File: config.mk
export PLATFORM = sky130hd
export DESIGN_NAME = bundle_packer
export DESIGN_NICKNAME = d
export VERILOG_FILES = /design/src/rtl/bundle_packer.sv
export SDC_FILE = /design/constraint.sdc
export NUM_CORES = 1
export LEC_CHECK = 0
export CORE_MARGIN = 2
export CORE_UTILIZATION = 35
export DETAILED_ROUTE_END_ITERATION = 12
export HOLD_SLACK_MARGIN = 0.1
export PLACE_DENSITY = 0.64
export SYNTH_ARGS = -nofsm -noshare
export SYNTH_HDL_FRONTEND = slang
export SYNTH_SLANG_ARGS = --single-unit
File: constraint.sdc
create_clock -name clk -period 5.36 [get_ports clk]
set_input_delay 0.536 -clock clk [delete_from_list [all_inputs] [get_ports clk]]
set_output_delay 0.536 -clock clk [all_outputs]
set_load 0.03 [all_outputs]
File: src/rtl/bundle_packer.sv
// Dual-issue bundle packer: pairs an ALU instruction (slot 1) with a following
// memory/control instruction (slot 2) into one 32-bit word. A lone ALU op is
// closed with a NOP partner on timeout, flush, or arrival of another ALU op.
module bundle_packer #(
    parameter int unsigned TIMEOUT = 4
) (
    input  logic        clk,
    input  logic        reset,
    input  logic        in_valid,
    output logic        in_ready,
    input  logic [15:0] in_instr,
    input  logic        flush,
    output logic        out_valid,
    input  logic        out_ready,
    output logic [31:0] out_bundle,
    output logic        err_illegal,
    output logic [15:0] bundle_cnt
);

    localparam logic [15:0] NOP = 16'h0000;
    localparam logic [7:0]  TMO = 8'(TIMEOUT);

    typedef enum logic {IDLE, PEND} state_t;

    state_t      state_q, state_d;
    logic [15:0] pend_q, pend_d;
    logic [7:0]  wait_q, wait_d;
    logic        out_valid_q, out_valid_d;
    logic [31:0] out_bundle_q, out_bundle_d;
    logic        err_q, err_d;
    logic [15:0] cnt_q, cnt_d;

    logic        out_space, closing, accept, emit;
    logic [31:0] emit_word;
    logic [4:0]  opcode;
    logic        is_a, is_m, is_n;

    // Opcode classification
    always_comb begin
        opcode = in_instr[4:0];
        is_a   = (opcode == 5'b01000) || (opcode == 5'b00101);
        is_m   = (opcode == 5'b01010) || (opcode == 5'b01011) ||
                 (opcode == 5'b11110) || (opcode == 5'b11011);
        is_n   = (opcode == 5'b00000);
    end

    // Handshake: a pending op that must close blocks new input so order is kept
    always_comb begin
        out_space = !out_valid_q || out_ready;
        closing   = (state_q == PEND) && (flush || (wait_q == TMO));
        in_ready  = out_space && !closing;
        accept    = in_valid && in_ready;
    end

    // Next-state, pending register and emit decision
    always_comb begin
        state_d   = state_q;
        pend_d    = pend_q;
        wait_d    = wait_q;
        emit      = 1'b0;
        emit_word = '0;
        err_d     = accept && !is_a && !is_m && !is_n;
        unique case (state_q)
            IDLE: begin
                if (accept && is_a) begin
                    pend_d  = in_instr;
                    wait_d  = '0;
                    state_d = PEND;
                end else if (accept && is_m) begin
                    emit      = 1'b1;
                    emit_word = {in_instr, NOP};
                end
            end
            PEND: begin
                if (closing) begin
                    // Without output space everything holds, counter stays saturated
                    if (out_space) begin
                        emit      = 1'b1;
                        emit_word = {NOP, pend_q};
                        state_d   = IDLE;
                        wait_d    = '0;
                    end
                end else if (accept && is_m) begin
                    emit      = 1'b1;
                    emit_word = {in_instr, pend_q};
                    state_d   = IDLE;
                    wait_d    = '0;
                end else if (accept && is_a) begin
                    emit      = 1'b1;
                    emit_word = {NOP, pend_q};
                    pend_d    = in_instr;
                    wait_d    = '0;
                end else if (wait_q < TMO) begin
                    wait_d = wait_q + 8'd1;
                end
            end
            default: state_d = IDLE;
        endcase
    end

    // Output register: emits only happen with out_space, so nothing is overwritten
    always_comb begin
        out_valid_d  = emit || (out_valid_q && !out_ready);
        out_bundle_d = emit ? emit_word : out_bundle_q;
        cnt_d        = (out_valid_q && out_ready) ? cnt_q + 16'd1 : cnt_q;
    end

    // State and datapath registers with synchronous reset
    always_ff @(posedge clk) begin
        if (reset) begin
            state_q      <= IDLE;
            pend_q       <= '0;
            wait_q       <= '0;
            out_valid_q  <= 1'b0;
            out_bundle_q <= '0;
            err_q        <= 1'b0;
            cnt_q        <= '0;
        end else begin
            state_q      <= state_d;
            pend_q       <= pend_d;
            wait_q       <= wait_d;
            out_valid_q  <= out_valid_d;
            out_bundle_q <= out_bundle_d;
            err_q        <= err_d;
            cnt_q        <= cnt_d;
        end
    end

    assign out_valid   = out_valid_q;
    assign out_bundle  = out_bundle_q;
    assign err_illegal = err_q;
    assign bundle_cnt  = cnt_q;

endmodule

==> summary.md, run 1 <==
| Metric | Value |
|---|---|
| Share of post-route cells with drive strength above 1 | approximately 8.6% |
| Final nets | 389 |
| Unrepaired setup endpoints after global routing | no |
| Least-Margin Pin Slew | roughly 1000 ps |
| Final hold slack | around 450 ps |
| Net Count, Synth | 320 |
| Setup violations, final | 0 |
| FFs w/ async S/R, synth | 0% |
| Post-route ant nets | 0 |
| Inserted Clock Buffers | 9 |
| HP Start | pend_q[1] |
| DR vias | 2393 |
| Worst Path Max Fanout | 26 |
| Type of the worst setup path | in2reg |
| Largest net degree at the start of global routing | 43 |
| Hold Crit Depth | 1 |
| Startpoint types | input port |
| Core area | slightly above 8000 sq um |
| I/O pin count | 72 |
| Slowest stage delay, CP | 840 ps |
| Syn. warnings | 0 |
| CTS Hold Buffers Added | 0 |
| TNS Setup | 0 ps |
| Clk slew on worst S/H paths | approximately 90 ps |
| Final weighted congestion in routability-driven placement | 0.8358 |
| Pins Over Slew Limit | 0 |
| Static Leak | around 1.4 nW |
| Vias per cell | between 5 and 6 |
| Max Cap Viol | 0 |
| CTS Buffer Depth | 2 |
| Top_reg_cell synth | dfxtp_1 |
| Setup Buffers After CTS | 0 |
| Vias in the first global route | 2282 |
| Gr usage total | 14.44% |
| WL final | about 6500 um |
| Wire per inst | about 14 um |
| DRC | 0 |
| Post-route core utilization | roughly 48% |
| FF-to-FF End | out_bundle[3] |
| Number of enable flip-flop cells after synthesis | 0 |
| Fmax | around 360 MHz |
| Critical Path Slowest Stage Cell | nor3_4 |
| CTS resizes | 0 |
| Peak supply drop | 0.0001044 V |
| Initial antenna violation count | 0 |
| Port-buffer cells | 71 |
| CTS tree | yes |
| Status | finished, final reports clean |
| PnR Total Power | ~1.1 mW |
| Crit. End Element | register |
| Die W | 96.69 um |
| Count of buffer and inverter cells on the critical path | 1 |
| Pwr/cell area | ~270 nW/um^2 |
| WP data arrival | 3100 ps |
| Worst EP required | about 5700 ps |
| R2R depth | 7 |
| GRT overflow | 0 |
| Clock insertion delay at the later pin of the skew report | approximately 340 ps |
| Top-count cell post-synth | dfxtp_1 |
| Router iterations before antenna repair | 6 |
| Relative slew slack | 32.88% |
| Hold WC Path Type | reg2reg |
| Post-synth cell types | about 50 |
| Cell Rows | 33 |
| H-tree Lvls | 3 |
| Fin crit share | 52.45% |
| Synthesized area | around 3000 sq um |
| Min cycle time layout | 2811 ps |
| Hold Fails Final Rpt | 0 |
| Layout area overhead | 31.17% |
| Area leader, netlist | dfxtp_1 |
| Yosys top cell area share | 49.94% |
| DIE AREA | 9348 sq um |
| Root buffer cell | clkbuf_8 |
| Top cells by area, synth | dfxtp_1, a22o_1, nor2_1, mux2i_1, xnor2_1 |
| Final Skew | 12.08 ps |
| DR iter-0 viols | between 50 and 60 |
| Crit path cell chain | clkdlybuf4s50_1, and3b_1, o2111ai_1, a21boi_2, nor3_4, a22o_1 |
| Antenna diodes | 0 |
| Flip-flop and latch count after synthesis | 75 |
| Mean Syn Cell Area | 10.16 sq um |
| Worst R2R Start | wait_q[0] |
| Min-Delay Endpoint | out_bundle[1] |
| DP HPWL | 4615 um |
| Die Y | 96.69 um |
| R2R Setup Slk | a little over 3000 ps |
| Synthesized instance count | 296 |
| Kind of cell adding the most delay to the critical path | simple AND/OR/NAND/NOR gates |
| Clock sink total | 75 |
| Sequential fraction of the synthesis area | 49.94% |
| Starting Density | 36.41% |
| First-pass GRT wire length | 11140 um |
| Post-synth top cells | dfxtp_1, nor2_1, a22o_1 |
## cells in the final DEF, fill, tap and decap left out, types with 6 or more instances in the layout
cell type	n
dfxtp_1	75
clkdlybuf4s50_1	70
nor2_1	30
a22o_1	26
o21ai_0	14
nand2_1	12
inv_1	11
nand3_1	11
mux2i_1	11
xnor2_1	10
clkbuf_8	9
a21oi_1	8
nor3_1	8
and3_1	6
## metal layers
layer  global-route usage (%)  vias up  routed length, um
li1                         -     1209                  -
met1                    18.59     1105               3168
met2                    23.08       67               2860
met3                    3.757       12                335
met4                    5.850        0                116
met5                        0        -                  0
## flip-flops by register name, summed over array words and instances, names as in the netlist
signal       count
bundle_cnt      16
state_q          1
out_valid        1
pend_q          16
wait_q           8
out_bundle      32
err_illegal      1
## cells by family after synthesis
| kind of cell | count (synthesis) | share of synthesized area, % |
|---|---|---|
| AOI/OAI and AO/OA | 72 | 19.35 |
| xor gates and xnor gates | 13 | 3.787 |
| adders and majority gates | 3 | 1.249 |
| buffers and inverters | 24 | 4.328 |
| DFF | 75 | 49.94 |
| muxes | 11 | 3.662 |
| and+or+nand+nor | 98 | 17.69 |
## worst max-delay path by stage
stage | startpoint | to | slack, ps | cells past startpoint
6_report | in_instr[2] | out_bundle[3] | 2550 | 6
4_1_cts | in_instr[2] | out_bundle[21] | 2520 | 6
3_3_place_gp | in_instr[2] | out_bundle[31] | 2200 | 6
5_1_grt | in_instr[2] | out_bundle[21] | 2350 | 6
3_5_place_dp | in_instr[2] | out_bundle[21] | 2160 | 6
2_1_floorplan | wait_q[0] | out_bundle[23] | 3370 | 7
## metrics by stage
stage / instances / setup WS (ps) / cell area [sq um]
global route: 475 / 2353 / 3944
finish: 475 / 2549 / 3944
detailed placement: 459 / 2156 / 3755
CTS: 475 / 2522 / 3944
global placement: 459 / 2200 / 3755
floorplan: 296 / 3367 / 3007
## final cells by class
cell class	count	area (sq um)
clock inverters	7	65.06
clock buffers	9	123.9
repair buffers	71	705.7
flip-flops and latches	75	1501
inverters	11	41.29
well taps	105	131.4
multi-input cells	197	1375
fillers	807	4314
## power by group
| group | switching (mW) | total, mW | leakage [nW] | internal [mW] |
|---|---|---|---|---|
| Clock | 0.228 | 0.408 | 0.0943 | 0.179 |
| Sequential | 0.00399 | 0.567 | 0.605 | 0.563 |
| Combinational | 0.0450 | 0.0786 | 0.711 | 0.0335 |
No activity file was read; power rests on OpenSTA's default activity.
==> run 2: changes to the inputs <==
clock period = 2.7 ns   (was 5.36 ns; I/O delays follow)
==> summary.md, run 2 (same netlist as run 1, synthesis figures left out) <==
| Metric | Value |
|---|---|
| Status | finished, final reports clean (unchanged) |
| Fmax | ~400 MHz |
| Clock sink total | 75 (unchanged) |
| R2R depth | 7 (unchanged) |
| Critical Path Source | wait_q[0] (was in_instr[2]) |
| Worst Path Max Fanout | 10 (was 26) |
| Worst EP required | 2430 ps (was 5650 ps) |
| Max Cap Viol | 0 (unchanged) |
| Fin crit share | 92.84% |
| Startpoint types | register (was input port) |
| Starting Density | 36.41% (unchanged) |
| Gr usage total | 14.43% (was 14.44%) |
| DRC | 0 (unchanged) |
| Final weighted congestion in routability-driven placement | 0.8295 (was 0.8358) |
| Critical Path Slowest Stage Cell | clkdlybuf4s50_1 (was nor3_4) |
| FF-to-FF End | out_bundle[2] (was out_bundle[3]) |
| Pwr/cell area | 520.0 nW/um^2 (was 267.1 nW/um^2) |
| Type of the worst setup path | reg2out (was in2reg) |
| Min cycle time layout | 2507 ps |
| Least-Margin Pin Slew | 1021 ps (was 1004 ps) |
| Static Leak | 1.446 nW (was 1.410 nW) |
| Post-DP Area | 3827 sq um (was 3755 sq um) |
| Sequential Power Share | 54.0% (was 53.8%) |
| H-tree Lvls | 3 (unchanged) |
| CTS Hold Buffers Added | 0 (unchanged) |
| DR iter-0 viols | 68 (was 53) |
| Net Switching | 546.2 uW (was 277.5 uW) |
| Core area | 8258 sq um (unchanged) |
| Slowest stage delay, CP | 600 ps (was 840 ps) |
| Post-route core utilization | 48.55% (was 47.76%) |
| Pins Over Slew Limit | 0 (unchanged) |
| DIE AREA | 9348 sq um (unchanged) |
| Leading cell type in the layout, fill and taps excluded | dfxtp_1 (unchanged) |
| GRT overflow | 0 (unchanged) |
| Hold WC Path Type | in2reg (was reg2reg) |
| Clock share of power | 38.1% (was 38.7%) |
| Worst Setup EP | in_ready (was out_bundle[3]) |
| Share of post-route cells with drive strength above 1 | 10.58% (was 8.649%) |
| # placed instances | 467 (was 459) |
| Combinational Power Share | 7.9% (was 7.5%) |
| Clk slew on worst S/H paths | 80 ps (was 90 ps) |
| CTS tree | yes (unchanged) |
| Setup Buffers After CTS | 0 (unchanged) |
| Router iterations before antenna repair | 4 (was 6) |
| Non-Filler Instances | 483 (was 475) |
| Root buffer cell | clkbuf_8 (unchanged) |
| Hold Fails Final Rpt | 0 (unchanged) |
| Final nets | 397 (was 389) |
| Layout area overhead | 33.33% (was 31.17%) |
| Worst R2R Start | wait_q[0] (unchanged) |
| WL final | 6669 um (was 6481 um) |
| Internal power | 1.538 mW (was 775.9 uW) |
| Port-buffer cells | 71 (unchanged) |
| Crit path cell chain | inv_1, ha_1, nand4bb_1, o31ai_4, nor2_1, clkdlybuf4s50_1 (was clkdlybuf4s50_1, and3b_1, o2111ai_1, a21boi_2, nor3_4, a22o_1) |
| Clock insertion delay at the later pin of the skew report | 350 ps (was 340 ps) |
| WP data arrival | 2240 ps (was 3100 ps) |
| Die W | 96.69 um (unchanged) |
| I/O pin count | 72 (unchanged) |
| Unrepaired setup endpoints after global routing | no (unchanged) |
| DP HPWL | 4677 um (was 4615 um) |
| DR vias | 2434 (was 2393) |
| CTS Buffer Depth | 2 (unchanged) |
| Peak supply drop | 0.0002982 V (was 0.0001044 V) |
| Vias per cell | 5.039 (was 5.038) |
| Max reg flops | 32 (unchanged) |
| Vias in the first global route | 2337 (was 2282) |
| Most frequent cells in the layout | dfxtp_1, clkdlybuf4s50_1, nor2_1, a22o_1, o21ai_0 (unchanged) |
| Antenna diodes | 0 (unchanged) |
| Crit. End Element | primary output (was register) |
| Cell Rows | 33 (unchanged) |
| Inserted Clock Buffers | 9 (unchanged) |
| Largest net degree at the start of global routing | 30 (was 43) |
| Post-route ant nets | 0 (unchanged) |
| Wire per inst | 13.81 um (was 13.64 um) |
| Final Skew | 13.04 ps (was 12.08 ps) |
| Sw Ratio | 26.20% (was 26.34%) |
| Setup violations, final | 0 (unchanged) |
| R2R Setup Slk | 350 ps (was 3050 ps) |
| Post-route cell area | 4009 sq um (was 3944 sq um) |
| Die Y | 96.69 um (unchanged) |
| First-pass GRT wire length | 11180 um (was 11140 um) |
| Relative slew slack | 31.69% (was 32.88%) |
| Initial antenna violation count | 0 (unchanged) |
| CTS resizes | 0 (unchanged) |
| TNS Setup | 0 ps (unchanged) |
## run 2: cell count changes in the layout (fill, tap and decap cells not counted), sizes merged
cell and change:
buf +8, clkinv -1, clkinvlp +1
## run 2: how the worst min path moves through the flow
| stage | start | end | slack, ps | cells past startpoint |
|---|---|---|---|---|
| after global placement | pend_q[1] | out_bundle[1] | 440 | 1 |
| after floorplan | in_instr[6] | out_bundle[22] | 400 | 1 |
| after global routing | reset | pend_q[9] | 310 | 2 |
| after detailed placement | pend_q[15] | out_bundle[15] | 450 | 1 |
| final | reset | pend_q[7] | 310 | 2 |
| after CTS | reset | pend_q[7] | 300 | 2 |
## run 2: metrics by stage
| step | hold slack, ps | setup slack, ps | total power [mW] |
|---|---|---|---|
| 3_3_place_gp | 438.9 | 18.15 | 1.314 |
| 5_1_grt | 307.4 | 39.43 | 2.173 |
| 4_1_cts | 300.0 | 165.1 | 2.118 |
| 3_5_place_dp | 452.2 | -45.63 | 1.316 |
| 2_1_floorplan | 395.5 | 707.5 | 1.240 |
| 6_report | 314.1 | 193.4 | 2.085 |
## run 2: layout make-up
class | instances | area [sq um]
clock buffers | 9 | 123.9
clock inverters | 7 | 57.56
fillers | 798 | 4249
inverters | 11 | 41.29
multi-input cells | 197 | 1375
flip-flops and latches | 75 | 1501
well taps | 105 | 131.4
repair buffers | 79 | 778.2
## run 2: routing by layer
layer	global-route usage [%]	wire, um	share of wire (%)	vias up
li1	-	-	-	1224
met1	18.28	3234	48	1145
met2	23.50	3063	46	61
met3	5.130	327	4.9	4
met4	3.575	43	0.64	0
met5	0	0	0	-
## run 2: power by group through the flow
stage	Combinational [mW]	Clock, mW	Sequential [mW]
5_1_grt	0.176	0.869	1.13
3_5_place_dp	0.164	0	1.15
2_1_floorplan	0.0705	0	1.17
6_report	0.164	0.795	1.13
3_3_place_gp	0.163	0	1.15
4_1_cts	0.165	0.827	1.13
## run 2: critical path: cells and delay by family, from the launching register on
kind,cells,cell delay [ps]
and+or+nand+nor,2,270
AOI/OAI and AO/OA,1,470
DFF,1,320
adders and majority gates,1,150
buffers and inverters,2,690
==> run 3: changes to the inputs <==
GPL_TIMING_DRIVEN = 0   (was not set)
==> summary.md, run 3 (same netlist as run 1, synthesis figures left out) <==
| Metric | Value |
|---|---|
| Status | finished, final reports clean (unchanged) |
| Wire per inst | 14.17 um (was 13.81 um) |
| Vias in the first global route | 2341 (was 2337) |
| DR vias | 2464 (was 2434) |
| Gr usage total | 15.11% (was 14.43%) |
| First-pass GRT wire length | 11540 um (was 11180 um) |
| Most frequent cells in the layout | dfxtp_1, clkdlybuf4s50_1, nor2_1, a22o_1, o21ai_0 (unchanged) |
| CTS Hold Buffers Added | 0 (unchanged) |
| Worst R2R Start | wait_q[0] (unchanged) |
| Fmax | 403.0 MHz (was 399.0 MHz) |
| Min cycle time layout | 2481 ps (was 2507 ps) |
| Final hold slack | 454.9 ps (was 314.1 ps) |
| Initial antenna violation count | 0 (unchanged) |
| Final weighted congestion in routability-driven placement | 0.8076 (was 0.8295) |
| WL final | 6900 um (was 6669 um) |
| Hold Fails Final Rpt | 0 (unchanged) |
| Setup Buffers After CTS | 0 (unchanged) |
| Fin crit share | 91.89% (was 92.84%) |
| Multi-input logic area | 1375 sq um (unchanged) |
| Die W | 96.69 um (unchanged) |
| Antenna diodes | 0 (unchanged) |
| Relative slew slack | 58.44% (was 31.69%) |
| Final Skew | 12.60 ps (was 13.04 ps) |
| Die Y | 96.69 um (unchanged) |
| Clock sink total | 75 (unchanged) |
| DIE AREA | 9348 sq um (unchanged) |
| Startpoint types | register (unchanged) |
| Peak supply drop | 0.0003078 V (was 0.0002982 V) |
| Leading cell type in the layout, fill and taps excluded | dfxtp_1 (unchanged) |
| Largest net degree at the start of global routing | 16 (was 30) |
| Static Leak | 1.462 nW (was 1.446 nW) |
| CTS resizes | 0 (unchanged) |
| I/O pin count | 72 (unchanged) |
| Share of post-route cells with drive strength above 1 | 10.21% (was 10.58%) |
| Root buffer cell | clkbuf_8 (unchanged) |
| WP data arrival | 2210 ps (was 2240 ps) |
| GRT overflow | 0 (unchanged) |
| Pwr/cell area | 540.5 nW/um^2 (was 520.0 nW/um^2) |
| Layout area overhead | 34.58% (was 33.33%) |
| Net Switching | 552.9 uW (was 546.2 uW) |
| Hold WC Path Type | in2reg (unchanged) |
| Combinational Power Share | 7.6% (was 7.9%) |
| Post-route core utilization | 49.00% (was 48.55%) |
| DR iter-0 viols | 68 (unchanged) |
| Core area | 8258 sq um (unchanged) |
| Internal power | 1.634 mW (was 1.538 mW) |
| FF+latch area | 1501 sq um (unchanged) |
| H-tree Lvls | 3 (unchanged) |
| Unrepaired setup endpoints after global routing | no (unchanged) |
| Least-Margin Pin Slew | 616.8 ps (was 1021 ps) |
| Worst EP required | 2430 ps (about the same) |
| Pins Over Slew Limit | 0 (unchanged) |
| Type of the worst setup path | reg2out (unchanged) |
| Setup violations, final | 0 (unchanged) |
| # fillers | 816 (was 798) |
| DRC | 0 (unchanged) |
| Hold Crit Depth | 3 (was 2) |
| Min-Delay Endpoint | out_bundle[3] (was pend_q[7]) |
| R2R Setup Slk | 550 ps (was 350 ps) |
| Starting Density | 36.41% (unchanged) |
| Router iterations before antenna repair | 4 (unchanged) |
| Vias per cell | 5.060 (was 5.039) |
| CTS tree | yes (unchanged) |
| Worst Path Max Fanout | 10 (unchanged) |
| CTS Buffer Depth | 2 (unchanged) |
| Max Cap Viol | 0 (unchanged) |
| DP HPWL | 4983 um (was 4677 um) |
| Clock share of power | 40.9% (was 38.1%) |
| Final nets | 401 (was 397) |
| Clock insertion delay at the later pin of the skew report | 340 ps (was 350 ps) |
| Sw Ratio | 25.28% (was 26.20%) |
| TNS Setup | 0 ps (unchanged) |
| Inserted Clock Buffers | 9 (unchanged) |
| R2R depth | 7 (unchanged) |
| Crit. End Element | primary output (unchanged) |
| Port-buffer cells | 70 (was 71) |
| Post-route ant nets | 0 (unchanged) |
| FF-to-FF End | out_bundle[30] (was out_bundle[2]) |
| Cell Rows | 33 (unchanged) |
| PnR Total Power | 2.187 mW (was 2.085 mW) |
| Clk slew on worst S/H paths | 80 ps (about the same) |
| Max reg flops | 32 (unchanged) |
| Sequential Power Share | 51.5% (was 54.0%) |
| HP Start | reset (unchanged) |
run 3: cell types whose count changed in the layout (fill, tap and decap cells not counted), moves of 2 or more:
| cell | before | now |
|---|---|---|
| buf_6 | 0 | 4 |
| clkinv_4 | 0 | 2 |
| buf_4 | 7 | 2 |
| buf_1 | 0 | 3 |
| clkbuf_1 | 0 | 2 |
run 3: per-layer routing:
| metal | routed length (um) | up-vias | track usage (%) | part of all wire (%) |
|---|---|---|---|---|
| li1 | - | 1235 | - | - |
| met4 | 51 | 0 | 4.875 | 0.74 |
| met5 | 0 | - | 0 | 0 |
| met2 | 3186 | 73 | 23.50 | 46 |
| met1 | 3313 | 1152 | 20.08 | 48 |
| met3 | 348 | 4 | 4.624 | 5.0 |
run 3: worst max path at each step:
stage,end,startpoint,slack [ps],depth (start not counted)
after floorplan,out_bundle[23],wait_q[0],710,7
after global placement,pend_q[12],in_instr[2],110,8
after global routing,in_ready,wait_q[6],100,4
after detailed placement,wait_q[1],in_instr[2],110,7
after CTS,in_ready,wait_q[6],170,4
final,in_ready,wait_q[6],220,4
run 3: final cells by class:
class | count | area share [%]
Tap cell | 105 | 3.247
Multi-Input combinational cell | 197 | 33.98
Timing Repair Buffer | 70 | 17.32
Sequential cell | 75 | 37.11
Clock inverter | 7 | 2.072
Inverter | 11 | 1.020
Buffer | 13 | 2.195
Clock buffer | 9 | 3.061
run 3: per-stage QoR:
stage               setup slack [ps]  instances  cell area [sq um]
floorplan                      707.5        296               3007
global placement               114.8        471               3839
detailed placement             109.6        471               3839
CTS                            169.7        487               4046
global route                   99.81        487               4046
finish                         218.9        487               4046
run 3: critical path, cell delays in order (launching register included):
cell             delay, ps
dfxtp_1                320
or3_4                  420
o31ai_4                450
nor2_1                  80
clkdlybuf4s50_1        610
run 3: power by group through the flow:
stage                     Sequential (mW)  Combinational [mW]  Clock, mW
final                                1.13               0.167      0.894
after global routing                 1.13               0.180      0.963
after CTS                            1.13               0.169      0.919
after detailed placement             1.15               0.168          0
after global placement               1.15               0.166          0
after floorplan                      1.17              0.0705          0
